$ cat src/rtl/req_encoder_pkg.sv
// req_encoder_pkg: shared widths, FSM state type and popcount helper for req_encoder
package req_encoder_pkg;
  localparam int N_REQ = 32;
  localparam int IDX_W = 5;
  typedef enum logic {IDLE, GRANT} state_t;
  function automatic logic [IDX_W:0] popcount(input logic [N_REQ-1:0] v);
    popcount = '0;
    for (int i = 0; i < N_REQ; i++) popcount += {{IDX_W{1'b0}}, v[i]};
  endfunction
endpackage

$ cat src/rtl/req_encoder_if.sv
// req_encoder_if: request/grant bundle between a requester (master) and req_encoder (slave)
interface req_encoder_if;
  import req_encoder_pkg::*;
  logic [N_REQ-1:0] req;
  logic en;
  logic ack;
  logic [IDX_W-1:0] idx;
  logic valid;
  logic [IDX_W:0] pend_cnt;
  modport master (output req, en, ack, input idx, valid, pend_cnt);
  modport slave (input req, en, ack, output idx, valid, pend_cnt);
endinterface

$ cat src/rtl/req_encoder_lsb_find32.sv
// lsb_find32: combinational index of the lowest set bit of a 32-bit vector
module lsb_find32 (
  input  logic [31:0] vec,
  output logic [4:0]  idx,
  output logic        any
);
  always_comb begin
    idx = '0;
    for (int i = 31; i >= 0; i--) idx = vec[i] ? 5'(i) : idx;
    any = |vec;
  end
endmodule

$ cat src/rtl/req_encoder.sv
// req_encoder: captures level requests as pending bits and grants them lowest-index first
module req_encoder #(
  parameter int N_REQ = 32,
  parameter int IDX_W = 5
) (
  input logic clk,
  input logic reset_n,
  req_encoder_if.slave bus
);
  import req_encoder_pkg::*;
  state_t state_q, state_d;
  logic [N_REQ-1:0] pending_q, pending_d, clr_mask;
  logic [IDX_W-1:0] idx_q, idx_d, lsb_idx;
  logic [IDX_W:0] cnt_q, cnt_d;
  logic lsb_any;
  lsb_find32 u_lsb (.vec(pending_q), .idx(lsb_idx), .any(lsb_any));
  // OR-ing req after the clear lets a same-edge request win over the ack clear
  always_comb begin
    clr_mask = (state_q == GRANT && bus.ack) ? N_REQ'(1) << idx_q : '0;
    pending_d = (pending_q & ~clr_mask) | bus.req;
    cnt_d = popcount(pending_d);
    state_d = state_q;
    idx_d = idx_q;
    if (state_q == IDLE && bus.en && lsb_any) begin
      state_d = GRANT;
      idx_d = lsb_idx;
    end else if (state_q == GRANT && bus.ack) begin
      state_d = IDLE;
    end
  end
  always_ff @(posedge clk or negedge reset_n) begin
    if (!reset_n) begin
      state_q <= IDLE;
      pending_q <= '0;
      idx_q <= '0;
      cnt_q <= '0;
    end else begin
      state_q <= state_d;
      pending_q <= pending_d;
      idx_q <= idx_d;
      cnt_q <= cnt_d;
    end
  end
  assign bus.idx = idx_q;
  assign bus.valid = (state_q == GRANT);
  assign bus.pend_cnt = cnt_q;
endmodule
$ cat src/flat_wrapper.sv
// flat-port wrapper written by rule: the top's interface ports become plain ports
module req_encoder_flat import req_encoder_pkg::*;
#(
  parameter int N_REQ = 32,
  parameter int IDX_W = 5
)
  (clk, reset_n, bus_req, bus_en, bus_ack, bus_idx, bus_valid, bus_pend_cnt);
  req_encoder_if bus_i ();
  input logic clk;
  input logic reset_n;
  input wire logic [$bits(bus_i.req)-1:0] bus_req;
  input wire logic [$bits(bus_i.en)-1:0] bus_en;
  input wire logic [$bits(bus_i.ack)-1:0] bus_ack;
  output wire logic [$bits(bus_i.idx)-1:0] bus_idx;
  output wire logic [$bits(bus_i.valid)-1:0] bus_valid;
  output wire logic [$bits(bus_i.pend_cnt)-1:0] bus_pend_cnt;
  assign bus_i.req = bus_req;
  assign bus_i.en = bus_en;
  assign bus_i.ack = bus_ack;
  assign bus_idx = bus_i.idx;
  assign bus_valid = bus_i.valid;
  assign bus_pend_cnt = bus_i.pend_cnt;
  req_encoder #(.N_REQ(N_REQ), .IDX_W(IDX_W)) u_core (.clk(clk), .reset_n(reset_n), .bus(bus_i));
endmodule
$ cat config.mk
export PLATFORM = sky130hd
export DESIGN_NAME = req_encoder_flat
export DESIGN_NICKNAME = d
export VERILOG_FILES = /design/src/rtl/req_encoder_pkg.sv /design/src/rtl/req_encoder_if.sv /design/src/rtl/req_encoder_lsb_find32.sv /design/src/rtl/req_encoder.sv /design/src/flat_wrapper.sv
export SDC_FILE = /design/constraint.sdc
export NUM_CORES = 1
export LEC_CHECK = 0
export ABC_CLOCK_PERIOD_IN_PS = 6600
export BUFFER_PORTS_ARGS = -buffer_cell sky130_fd_sc_hd__buf_2
export CAP_MARGIN = 20
export CORE_MARGIN = 1
export CORE_UTILIZATION = 50
export CTS_CLUSTER_SIZE = 16
export DETAILED_ROUTE_END_ITERATION = 16
export PLACE_DENSITY_LB_ADDON = 0.3
export SLEW_MARGIN = 20
export SYNTH_ARGS = -nofsm -noshare
export SYNTH_HDL_FRONTEND = slang
export SYNTH_SLANG_ARGS = --single-unit
export TNS_END_PERCENT = 20
$ cat constraint.sdc
create_clock -name clk -period 6.6 [get_ports clk]
set_clock_uncertainty 0.15 [all_clocks]
set_input_delay 0.99 -clock clk [delete_from_list [all_inputs] [get_ports clk]]
set_output_delay 0.99 -clock clk [all_outputs]
set_load 0.1 [all_outputs]
==> results by stage <==
Outcome:
- The run finished with clean final reports.

Placement:
- The post-detailed-placement half-perimeter wirelength is 5780 um.
- The routability-driven placement congestion ratio is 0.895.
- Port buffering added 47 buffers.
- The area after detailed placement is 0.00324 mm^2.

Global route:
- The first-pass GRT wire length is 11600 um.
- The largest net degree at the start of global routing is 45.
- The aggregate global-route resource usage is 25.8%.
- The via count of the first global-routing pass is 2308.
- The number of antenna violations at the first check in global routing came to 0.
- The total congestion overflow is 0.

Drt:
- After detailed routing, the number of remaining DRC violations is 0.
- The first detailed-routing pass took 4 iterations.
- The total routed wirelength is 7170 um.
- In this run the remaining antenna-violating nets after routing total 0.
- The average vias per placed instance is 5.65.
- Detailed routing inserted a total of 2406 vias.
- In the final routed layout, each cell accounts on average for 16.8 um.
- The detailed router's first-iteration violation count is 276.

Layout:
- The signed area change from the synthesized netlist to the final layout is 15.6%.
- The final design instance area without fill is 0.00333 mm^2.
- Counting the fill cells in the layout gives 485.
- In the layout the commonest cells are buf_2 (46), dfrtp_1 (44), inv_1 (41), a21oi_1 (25).
- The number of antenna diodes in the final layout is 0.
- The share of final-layout standard cells stronger than drive strength 1 is 19.5%.
- In the final design database the tool counted 421 nets.
- The most frequent standard cell in the layout excluding fill and tap cells is buf_2.

Critical path:
- The launching element of the worst setup path is bus_ack.
- The most used cell along the critical path is fa_1.
- The logic depth of the worst register-to-register path is 17.
- The most critical setup path has its endpoint at u_core.bus.pend_cnt[4]$_DFF_PN0_.
- Traced cell by cell, the critical path runs through buf_2 -> nand3_1 -> o31ai_1 -> nand2b_1 -> ha_1 -> inv_1 -> fa_1 -> fa_1 -> fa_1 -> fa_1 -> fa_1 -> fa_1 -> inv_1 -> fa_1 -> fa_1 -> a21o_1 -> a21oi_1 -> xnor2_1.
- On the worst path, the slowest cell contributes a delay of 540 ps.
- The master of the slowest instance on the critical path is fa_1.
- In this run the critical register-to-register path is launched from u_core.bus.idx[0]$_DFFE_PN0P_.
- STA classifies the critical path endpoint as a flop.
- The maximum fanout along the worst path is 4.
- Data arrives at the worst endpoint at 6350 ps.
- The setup slack of the most critical reg-to-reg path is 490 ps.
- The category of the most critical setup path is in -> reg.
- The category of the worst setup path launch point is an input pin.
- For the worst setup path, the data required time is 6680 ps.
- In this run the critical register-to-register path is captured at u_core.bus.pend_cnt[4]$_DFF_PN0_.

STA:
- The maximum clock rate is 160 MHz.
- The setup violation total in the final timing report is 0.
- The post-route fraction of the period consumed by the critical path is 95.0%.
- Adding up every negative setup slack in the final design gives 0 ps.
- The clock period could shrink to 6270 ps.
- In this run the tightest slew margin relative to its limit is 62.0%.
- Setup repair after global routing left no endpoint under its margin.
- The max-slew violation count is 0.
- The slew at the pin closest to its max-slew limit is 571 ps.
- The number of hold-slack violations in the final timing report is 0.

Clock tree:
- The number of setup buffers added after CTS is 0.
- Gates resized during post-CTS repair numbered 0.
- The clock transition at the registers of the reported paths is 90 ps.
- In this run the deepest clock path goes through 2 buffers.
- The CTS H-tree depth is 2.
- The cell sitting at the root of the clock tree is a clkbuf_8.
- TritonCTS built the clock tree.
- For this design, the sink count on the clock tree is 44.
- At the later pin of the worst-skew pair, clock insertion delay measures 300 ps.
- The number of hold buffers added after CTS was 0.
- The number of buffers created by CTS is 5.

Floorplanning:
- The floorplan has 27 rows.
- The initial utilization of the core area, before any placement, comes to 52.0%.
- The total area inside the core boundary comes to 0.00554 mm^2.
- The overall die area is 0.00607 mm^2.
- From bottom edge to top edge, the die measures 77.9 um.
- In this run the horizontal extent of the chip is 77.9 um.
- Pin placement for this block handled 48 I/O pins.

Synth:
- The number of different library cells used by synthesis comes to 40.
- The post-synthesis register bit count is 44.
- After technology mapping, the gate count stands at 294.
- The number of nets handed over by synthesis was 362.
- The mean cell area of the mapped netlist is 9.79 um^2.
- The dominant synthesized flop cell is dfrtp_1.
- Yosys printed 0 warnings.
- The register area share after synthesis is 38.2%.
- The mapped netlist covers 0.00288 mm^2.
- For this run, asynchronously set or reset flops after synthesis account for 100%.
- The count of flip-flops with a built-in enable after synthesis is 0.

Power:
- The overall power after layout is 0.794 mW.
- The peak supply drop is 0.276 mV.
- The leakage power figure is 1.38 nW.
- The power density over cell area is 239 mW/mm^2.

Flow run:
- The tool flagged a number of max-cap violations equal to 0.

Hold path:
- The path class of the tightest hold or removal check is reg -> reg.
==> worst min path at each step <==
| stage | start | endpoint | depth (start not counted) |
|---|---|---|---|
| floorplan | u_core.pending_q[1]$_DFF_PN0_ | u_core.pending_q[1]$_DFF_PN0_ | 2 |
| global placement | u_core.pending_q[23]$_DFF_PN0_ | u_core.pending_q[23]$_DFF_PN0_ | 1 |
| detailed placement | u_core.pending_q[7]$_DFF_PN0_ | u_core.pending_q[7]$_DFF_PN0_ | 1 |
| CTS | u_core.pending_q[7]$_DFF_PN0_ | u_core.pending_q[7]$_DFF_PN0_ | 1 |
| global route | u_core.pending_q[31]$_DFF_PN0_ | u_core.pending_q[31]$_DFF_PN0_ | 1 |
| finish | u_core.pending_q[31]$_DFF_PN0_ | u_core.pending_q[31]$_DFF_PN0_ | 1 |
==> synth_stat cells, types with 2 or more instances <==
library cell,n,area (um^2)
dfrtp_1,44,1100
inv_1,41,154
a21oi_1,25,125
fa_1,24,480
nand2_1,24,90.1
a21o_1,21,158
nor2_1,21,78.8
nand3_1,14,70.1
o21ai_0,9,45.0
ha_1,8,100
nand2b_1,8,50.1
o31ai_1,7,52.6
nor2b_1,5,31.3
nor4_1,5,31.3
a31oi_1,3,18.8
and3_1,3,18.8
o311ai_0,3,26.3
and2b_1,2,15.0
clkbuf_1,2,7.51
nor3_1,2,10.0
nor4_2,2,25.0
or4_4,2,22.5
xnor2_1,2,17.5
==> registers in the layout, summed over array words and instances, names as in the netlist <==
name                 count
u_core.bus.valid         1
u_core.pending_q        32
u_core.bus.idx           5
u_core.bus.pend_cnt      6
==> area by class of cell <==
type                       count  area, um^2  area share (%)
multi-input combinational    205        1590            47.8
sequential                    44        1100            33.1
timing repair buffer          56         305            9.18
inverter                      41         154            4.63
tap                           72        90.1            2.71
clock buffer                   7        76.3            2.29
clock inverter                 1        8.76           0.263
==> critical path, delay by kind of cell <==
kind / cells / cell delay [ps]
AO/OA/AOI/OAI: 3 / 620
AND/OR/NAND/NOR: 2 / 250
adder cells (fa/ha/maj): 9 / 4130
buffers and inverters: 3 / 210
XOR/XNOR: 1 / 140
==> stage by stage <==
step                utilization [%]  hold WS [ps]  cells  setup slack, ps
global route                   60.0           442    426             45.8
detailed placement             58.5           405    418             5.21
floorplan                         -           361    294             83.9
CTS                            60.0           428    426              329
global placement               58.5           398    418             79.7
finish                         60.0           424    426              332
==> cell families (layout without fill, tap and decap cells) <==
| family | Yosys count | in the layout | synth area share [%] |
|---|---|---|---|
| xor gates and xnor gates | 3 | 3 | 0.913 |
| DFF | 44 | 44 | 38.2 |
| buffers and inverters | 45 | 105 | 6.48 |
| AOI/OAI and AO/OA | 76 | 76 | 17.2 |
| muxes | 1 | 1 | 0.348 |
| and+or+nand+nor | 93 | 93 | 16.6 |
| adders and majority gates | 32 | 32 | 20.2 |
==> power by group <==
part | switching, mW | internal [mW] | leakage, nW | total [mW]
logic | 0.234 | 0.0798 | 0.905 | 0.314
clock network | 0.0964 | 0.0758 | 0.0424 | 0.172
registers | 0.0154 | 0.292 | 0.434 | 0.307
total | 0.346 | 0.448 | 1.38 | 0.794
==> metal layers <==
| metal | wire length [um] | vias up | global-route usage (%) | part of all wire [%] |
|---|---|---|---|---|
| li1 | - | 1119 | - | - |
| met1 | 3060 | 1173 | 34.4 | 43 |
| met2 | 3520 | 102 | 42.6 | 49 |
| met3 | 455 | 12 | 4.59 | 6.3 |
| met4 | 136 | 0 | 8.87 | 1.9 |
| met5 | 0 | - | 0 | 0 |
Note: power is estimated with default switching activity, not from simulation.
